===== config.mk =====
export PLATFORM = sky130hd
export DESIGN_NAME = gen_linear_part_flat
export DESIGN_NICKNAME = d
export VERILOG_FILES = /design/src/rtl/gen_linear_part_if.sv /design/src/rtl/gen_linear_part.sv /design/src/flat_wrapper.sv
export SDC_FILE = /design/constraint.sdc
export NUM_CORES = 2
export LEC_CHECK = 0
export CORE_ASPECT_RATIO = 1.75
export CORE_MARGIN = 5
export CORE_UTILIZATION = 30
export DETAILED_ROUTE_END_ITERATION = 8
export HOLD_SLACK_MARGIN = 0.15
export PLACE_DENSITY_LB_ADDON = 0.3
export SKIP_CTS_REPAIR_TIMING = 1
export SYNTH_ARGS = -nofsm -noshare
export SYNTH_HDL_FRONTEND = slang
export SYNTH_SLANG_ARGS = --single-unit

===== constraint.sdc =====
create_clock -name clk -period 7.3 [get_ports clk]
set_input_delay 1.095 -clock clk [delete_from_list [all_inputs] [get_ports clk]]
set_output_delay 1.095 -clock clk [all_outputs]
set_load 0.1 [all_outputs]

===== src/rtl/gen_linear_part_if.sv =====
// Handshake and data bundle between an upstream term producer and gen_linear_part.
// master drives operands, terms and out_ready; slave (the reducer) drives the results.
interface gen_linear_part_if;
  logic         in_valid;
  logic         in_ready;
  logic [7:0]   a;
  logic [7:0]   b;
  logic [500:0] n;
  logic         out_valid;
  logic         out_ready;
  logic [7:0]   s;
  logic [6:0]   cy;

  modport master (
    output in_valid, a, b, n, out_ready,
    input  in_ready, out_valid, s, cy
  );

  modport slave (
    input  in_valid, a, b, n, out_ready,
    output in_ready, out_valid, s, cy
  );
endinterface


===== src/rtl/gen_linear_part.sv =====
// Serial XOR recombination of the 501 CLA AND terms into carries c7..c1 and the 8-bit sum.
// Define LINEAR_PART_CHECK_EN to add a registered a+b reference and the chk_err output.
module gen_linear_part #(
  parameter int CHUNK = 32
) (
  input  logic             clk,
  input  logic             rst_n,
  gen_linear_part_if.slave lp
`ifdef LINEAR_PART_CHECK_EN
  ,
  output logic             chk_err
`endif
);

  localparam logic [1:0] IDLE   = 2'd0;
  localparam logic [1:0] REDUCE = 2'd1;
  localparam logic [1:0] DONE   = 2'd2;
  localparam logic [8:0] CHUNK_W = 9'(CHUNK);

  logic [1:0]   state;
  logic [7:0]   a_reg;
  logic [7:0]   b_reg;
  logic [500:0] n_reg;
  logic [2:0]   grp;
  logic [8:0]   ptr;
  logic         acc;
  logic [7:0]   s_reg;
  logic [6:0]   cy_reg;

  logic [8:0]   remain;
  logic [8:0]   step;
  logic         last_chunk;
  logic         fold;
  logic         grp_carry;
  logic [6:0]   cy_full;
  logic [7:0]   s_next;

  // Groups are contiguous, so the next group always starts right after this end index.
  function automatic logic [8:0] grp_end(input logic [2:0] g);
    case (g)
      3'd0:    return 9'd2;
      3'd1:    return 9'd9;
      3'd2:    return 9'd24;
      3'd3:    return 9'd55;
      3'd4:    return 9'd118;
      3'd5:    return 9'd245;
      default: return 9'd500;
    endcase
  endfunction

  always_comb begin
    remain     = grp_end(grp) - ptr + 9'd1;
    last_chunk = (remain <= CHUNK_W);
    step       = last_chunk ? remain : CHUNK_W;
    fold       = 1'b0;
    // Bits past the group end are masked so a chunk never folds terms of the next group.
    for (int k = 0; k < CHUNK; k++) begin
      if (9'(k) < remain) fold = fold ^ n_reg[ptr + 9'(k)];
    end
    grp_carry    = acc ^ fold;
    cy_full      = cy_reg;
    cy_full[grp] = grp_carry;
    s_next       = a_reg ^ b_reg ^ {cy_full, 1'b0};
  end

  always_ff @(posedge clk or negedge rst_n) begin
    if (!rst_n) begin
      state  <= IDLE;
      a_reg  <= '0;
      b_reg  <= '0;
      n_reg  <= '0;
      grp    <= '0;
      ptr    <= '0;
      acc    <= 1'b0;
      s_reg  <= '0;
      cy_reg <= '0;
    end else begin
      case (state)
        IDLE: begin
          if (lp.in_valid) begin
            a_reg <= lp.a;
            b_reg <= lp.b;
            n_reg <= lp.n;
            grp   <= '0;
            ptr   <= '0;
            acc   <= 1'b0;
            state <= REDUCE;
          end
        end
        REDUCE: begin
          ptr <= ptr + step;
          if (last_chunk) begin
            cy_reg <= cy_full;
            acc    <= 1'b0;
            if (grp == 3'd6) begin
              s_reg <= s_next;
              state <= DONE;
            end else begin
              grp <= grp + 3'd1;
            end
          end else begin
            acc <= grp_carry;
          end
        end
        DONE: begin
          if (lp.out_ready) state <= IDLE;
        end
        default: state <= IDLE;
      endcase
    end
  end

`ifdef LINEAR_PART_CHECK_EN
  logic [7:0] ref_sum;

  // The reference sum comes straight from the operands, independent of the supplied terms.
  always_ff @(posedge clk or negedge rst_n) begin
    if (!rst_n) begin
      ref_sum <= '0;
      chk_err <= 1'b0;
    end else if (state == IDLE && lp.in_valid) begin
      ref_sum <= lp.a + lp.b;
      chk_err <= 1'b0;
    end else if (state == REDUCE && last_chunk && grp == 3'd6) begin
      chk_err <= (s_next != ref_sum);
    end
  end
`endif

  assign lp.in_ready  = (state == IDLE);
  assign lp.out_valid = (state == DONE);
  assign lp.s         = s_reg;
  assign lp.cy        = cy_reg;

endmodule


===== src/flat_wrapper.sv =====
// flat-port wrapper written by rule: the top's interface ports become plain ports
module gen_linear_part_flat 
#(
  parameter int CHUNK = 32
)
  (clk, rst_n, lp_in_valid, lp_a, lp_b, lp_n, lp_out_ready, lp_in_ready, lp_out_valid, lp_s, lp_cy);
  gen_linear_part_if lp_i ();
  input  logic clk;
  input  logic rst_n;
  input wire logic [$bits(lp_i.in_valid)-1:0] lp_in_valid;
  input wire logic [$bits(lp_i.a)-1:0] lp_a;
  input wire logic [$bits(lp_i.b)-1:0] lp_b;
  input wire logic [$bits(lp_i.n)-1:0] lp_n;
  input wire logic [$bits(lp_i.out_ready)-1:0] lp_out_ready;
  output wire logic [$bits(lp_i.in_ready)-1:0] lp_in_ready;
  output wire logic [$bits(lp_i.out_valid)-1:0] lp_out_valid;
  output wire logic [$bits(lp_i.s)-1:0] lp_s;
  output wire logic [$bits(lp_i.cy)-1:0] lp_cy;
  assign lp_i.in_valid = lp_in_valid;
  assign lp_i.a = lp_a;
  assign lp_i.b = lp_b;
  assign lp_i.n = lp_n;
  assign lp_i.out_ready = lp_out_ready;
  assign lp_in_ready = lp_i.in_ready;
  assign lp_out_valid = lp_i.out_valid;
  assign lp_s = lp_i.s;
  assign lp_cy = lp_i.cy;
  gen_linear_part #(.CHUNK(CHUNK)) u_core (.clk(clk), .rst_n(rst_n), .lp(lp_i));
endmodule

==> results.rst <==
.. list-table::
   :header-rows: 1

   * - Metric
     - Value
   * - Clock-pin slew on the worst setup and hold paths
     - 0.07 ns
   * - Final non-filler cell total
     - 9230
   * - Global-route wire length before repair
     - 466400 µm
   * - HPWL Detailed
     - 282600 µm
   * - Met1 Resource Use GR
     - 0.3434
   * - Cell types occupying the most area after synthesis
     - mux4_2, dfrtp_1, nand2_1, mux2i_1, xnor2_1
   * - Ratio of cells with drive above 1 in the final layout
     - 0.2716
   * - Critical Path Source Type
     - flip-flop
   * - Placed cell areas
     - 71230 µm²
   * - Transition time at the pin with the least slew margin
     - 1.491 ns
   * - Horizontal die dimension
     - 346.0 µm
   * - Final layout net count
     - 7135
   * - Top cell type by total area after synthesis
     - mux4_2
   * - Largest net degree at the start of global routing
     - 176
   * - Maximum number of buffers from clock root to sink
     - 3
   * - Failing checks
     - max-capacitance violations, max-slew violations
   * - Routed length per instance
     - 37.17 µm
   * - Top fanout value on the critical path
     - 48
   * - Detailed-route DRC error count
     - 0
   * - Setup repair after global routing missed its margin
     - false
   * - Count of pins on the block boundary
     - 538
   * - Total Routed Length
     - 343100 µm
   * - Mean post-synth cell area
     - 10.05 µm²
   * - Fmax
     - 0.1391 GHz
   * - Outcome
     - finished, violations left
   * - Number of optimization iterations in the first detailed-route pass
     - 6
   * - Global router's overall resource usage
     - 0.3208
   * - Reg2Reg Launch Point
     - u_core.ptr[0]
   * - Area growth from synthesis to final layout
     - 23.41%
   * - Buffers added on ports
     - 537
   * - Post-synth EDFFs
     - 0
   * - Initial antenna violation count
     - 23
   * - Mean number of vias per cell
     - 6.240
   * - Crit share post-route
     - 0.9848
   * - Routed Antenna Nets
     - 0
   * - DIE AREA
     - 206900 µm²
   * - Overall via count from detail_route
     - 57596
   * - Yosys warning total
     - 0
   * - Async set or reset register ratio after synthesis
     - 1.000
   * - Proportion of netlist area held by the largest area contributor
     - 0.3713
   * - Last weighted congestion value of the routability-driven placer
     - 1.048
   * - Accumulated negative setup slack
     - 0 ns
   * - Cell row count
     - 215
   * - Largest stage delay on the critical path
     - 1.19 ns
   * - Initial detailed-routing violation count
     - 6649
   * - Cell with the biggest individual delay on the critical path
     - nor4_1
   * - Number of buffer and inverter stages on the critical path
     - 7
   * - Cell area after technology mapping
     - 59260 µm²
   * - Layout filler cell count
     - 19752
   * - Number of instances in the placed design
     - 9116
   * - Met3 layer usage reported by global route
     - 0.05846
   * - Critical path data arrival time
     - 7.74 ns
   * - WHS
     - 0.2984 ns
   * - # Max-Cap Violations
     - 1
   * - Max-slew headroom
     - -0.001907
   * - Root buffer cell
     - clkbuf_16
   * - Critical path startpoint
     - u_core.ptr[0]
   * - Worst min-delay path category
     - in2async
   * - Most frequent standard cell in the layout excluding fill and tap cells
     - nand2_1
   * - Global routing's busiest layer
     - met2
   * - Synth Instances
     - 5894
   * - Crit. End Element
     - flip-flop
   * - Starting density of the core
     - 0.3018
   * - Count of final max-slew check failures
     - 1
   * - Sum of overflow across all layers after global routing
     - 0
   * - Clock buffers created by TritonCTS
     - 52
   * - Deepest level of the CTS H-tree
     - 2
   * - Clk Latency, worst-skew pair
     - 0.72 ns
   * - Die Y
     - 597.9 µm
   * - Most frequent cells in the layout
     - nand2_1, mux4_2, dfrtp_1
   * - Via count of the first global-routing pass
     - 57642
   * - CTS tree
     - built
   * - Final-report hold violation count
     - 0
   * - Met2 routing resource usage after global routing
     - 0.5567
   * - Post-synth cell types
     - 89
   * - Number of flip-flops and latches in the synthesized netlist
     - 547
   * - Critical path, cell by cell
     - inv_1 > ha_4 > buf_12 > buf_12 > buf_4 > mux4_2 > mux4_2 > mux4_2 > nand3_1 > o21ai_0 > nor4_1 > buf_4 > a211o_1 > xor2_1 > xnor3_1 > xor2_1 > buf_4 > xnor3_1 > buf_4 > mux2i_1 > xnor2_1 > o21ai_1
   * - Maximum clock skew at final layout
     - 0.03402 ns
   * - Num Clock Sinks
     - 547
   * - Crit path top cell by count
     - buf_4
   * - Crit-path leading delay family
     - multiplexers
   * - WS Path Type
     - reg2reg
   * - Final design area excluding fillers
     - 73130 µm²
   * - Number of flip-flops under the largest register name
     - 501
   * - Share of the yosys chip area belonging to registers
     - 0.2310
   * - Primary FF master, synth
     - dfrtp_1
   * - Total setup violations reported at the end of the flow
     - 0
   * - Area of the placeable core
     - 196400 µm²
   * - Required time worst endpoint
     - 7.86 ns
   * - Min Tclk post-route
     - 7.189 ns
synth_stat cells (33+ instances only):
library cell / instances
dfrtp_1: 547
mux2_2: 61
o21ai_0: 92
a21oi_1: 107
a22oi_1: 59
o211ai_1: 33
nand2_1: 1885
clkbuf_1: 264
nor3_1: 94
buf_2: 122
buf_1: 60
ha_1: 46
nor2_1: 190
a31oi_1: 42
nand4_1: 65
mux4_2: 977
xnor2_1: 213
nand3_1: 264
mux2i_1: 231
metal layers:
| layer | up-vias | part of all wire |
|---|---|---|
| met5 | - | 0.00062 |
| met4 | 8 | 0.10 |
| met3 | 909 | 0.073 |
| met1 | 29764 | 0.33 |
| met2 | 3265 | 0.50 |
| li1 | 23650 | - |
kinds of logic (layout without fill, tap and decap cells):
kind of cell / Yosys count / in the layout / share of synthesized area
other: 1 / 20 / 0.00006328
buffers and inverters: 540 / 1253 / 0.04267
adders and majority gates: 48 / 48 / 0.01039
AOI/OAI and AO/OA: 594 / 594 / 0.06919
muxes: 1271 / 1271 / 0.4227
and+or+nand+nor: 2645 / 2645 / 0.1852
xor gates and xnor gates: 248 / 248 / 0.03879
DFF: 547 / 547 / 0.2310
stage by stage:
stage	utilization	worst slack [ns]
after detailed placement	0.3627	0.2993
final	0.3724	0.1110
after global placement	0.3627	0.3229
after CTS	0.3721	0.2805
after global routing	0.3722	0.06394
after floorplan	-	0.5787
cell type report:
cell class	count	area, µm²	area share
Antenna cell	18	45.04	0.0006159
Clock buffer	66	1454	0.01988
Clock inverter	30	397.9	0.005441
Inverter	33	126.4	0.001728
Multi-Input combinational cell	4808	43470	0.5944
Sequential cell	547	13710	0.1874
Tap cell	2604	3258	0.04455
Timing Repair Buffer	1124	10680	0.1460
final timing paths:
path	endpoint	slack [ns]	cells past startpoint
max reg2reg	u_core.lp.s[5]	0.11	22
min in group clk	u_core.lp.s[7]	0.49	2
max	u_core.lp.s[5]	0.11	22
min reg2reg	u_core.lp.s[7]	0.49	2
max in group asynchronous	u_core.a_reg[6]	5.03	3
min	u_core.n_reg[236]	0.30	1
Power is left out: the tool's default activity adds up to more than one toggle a clock period on the data nets, which glitch-free logic cannot reach.
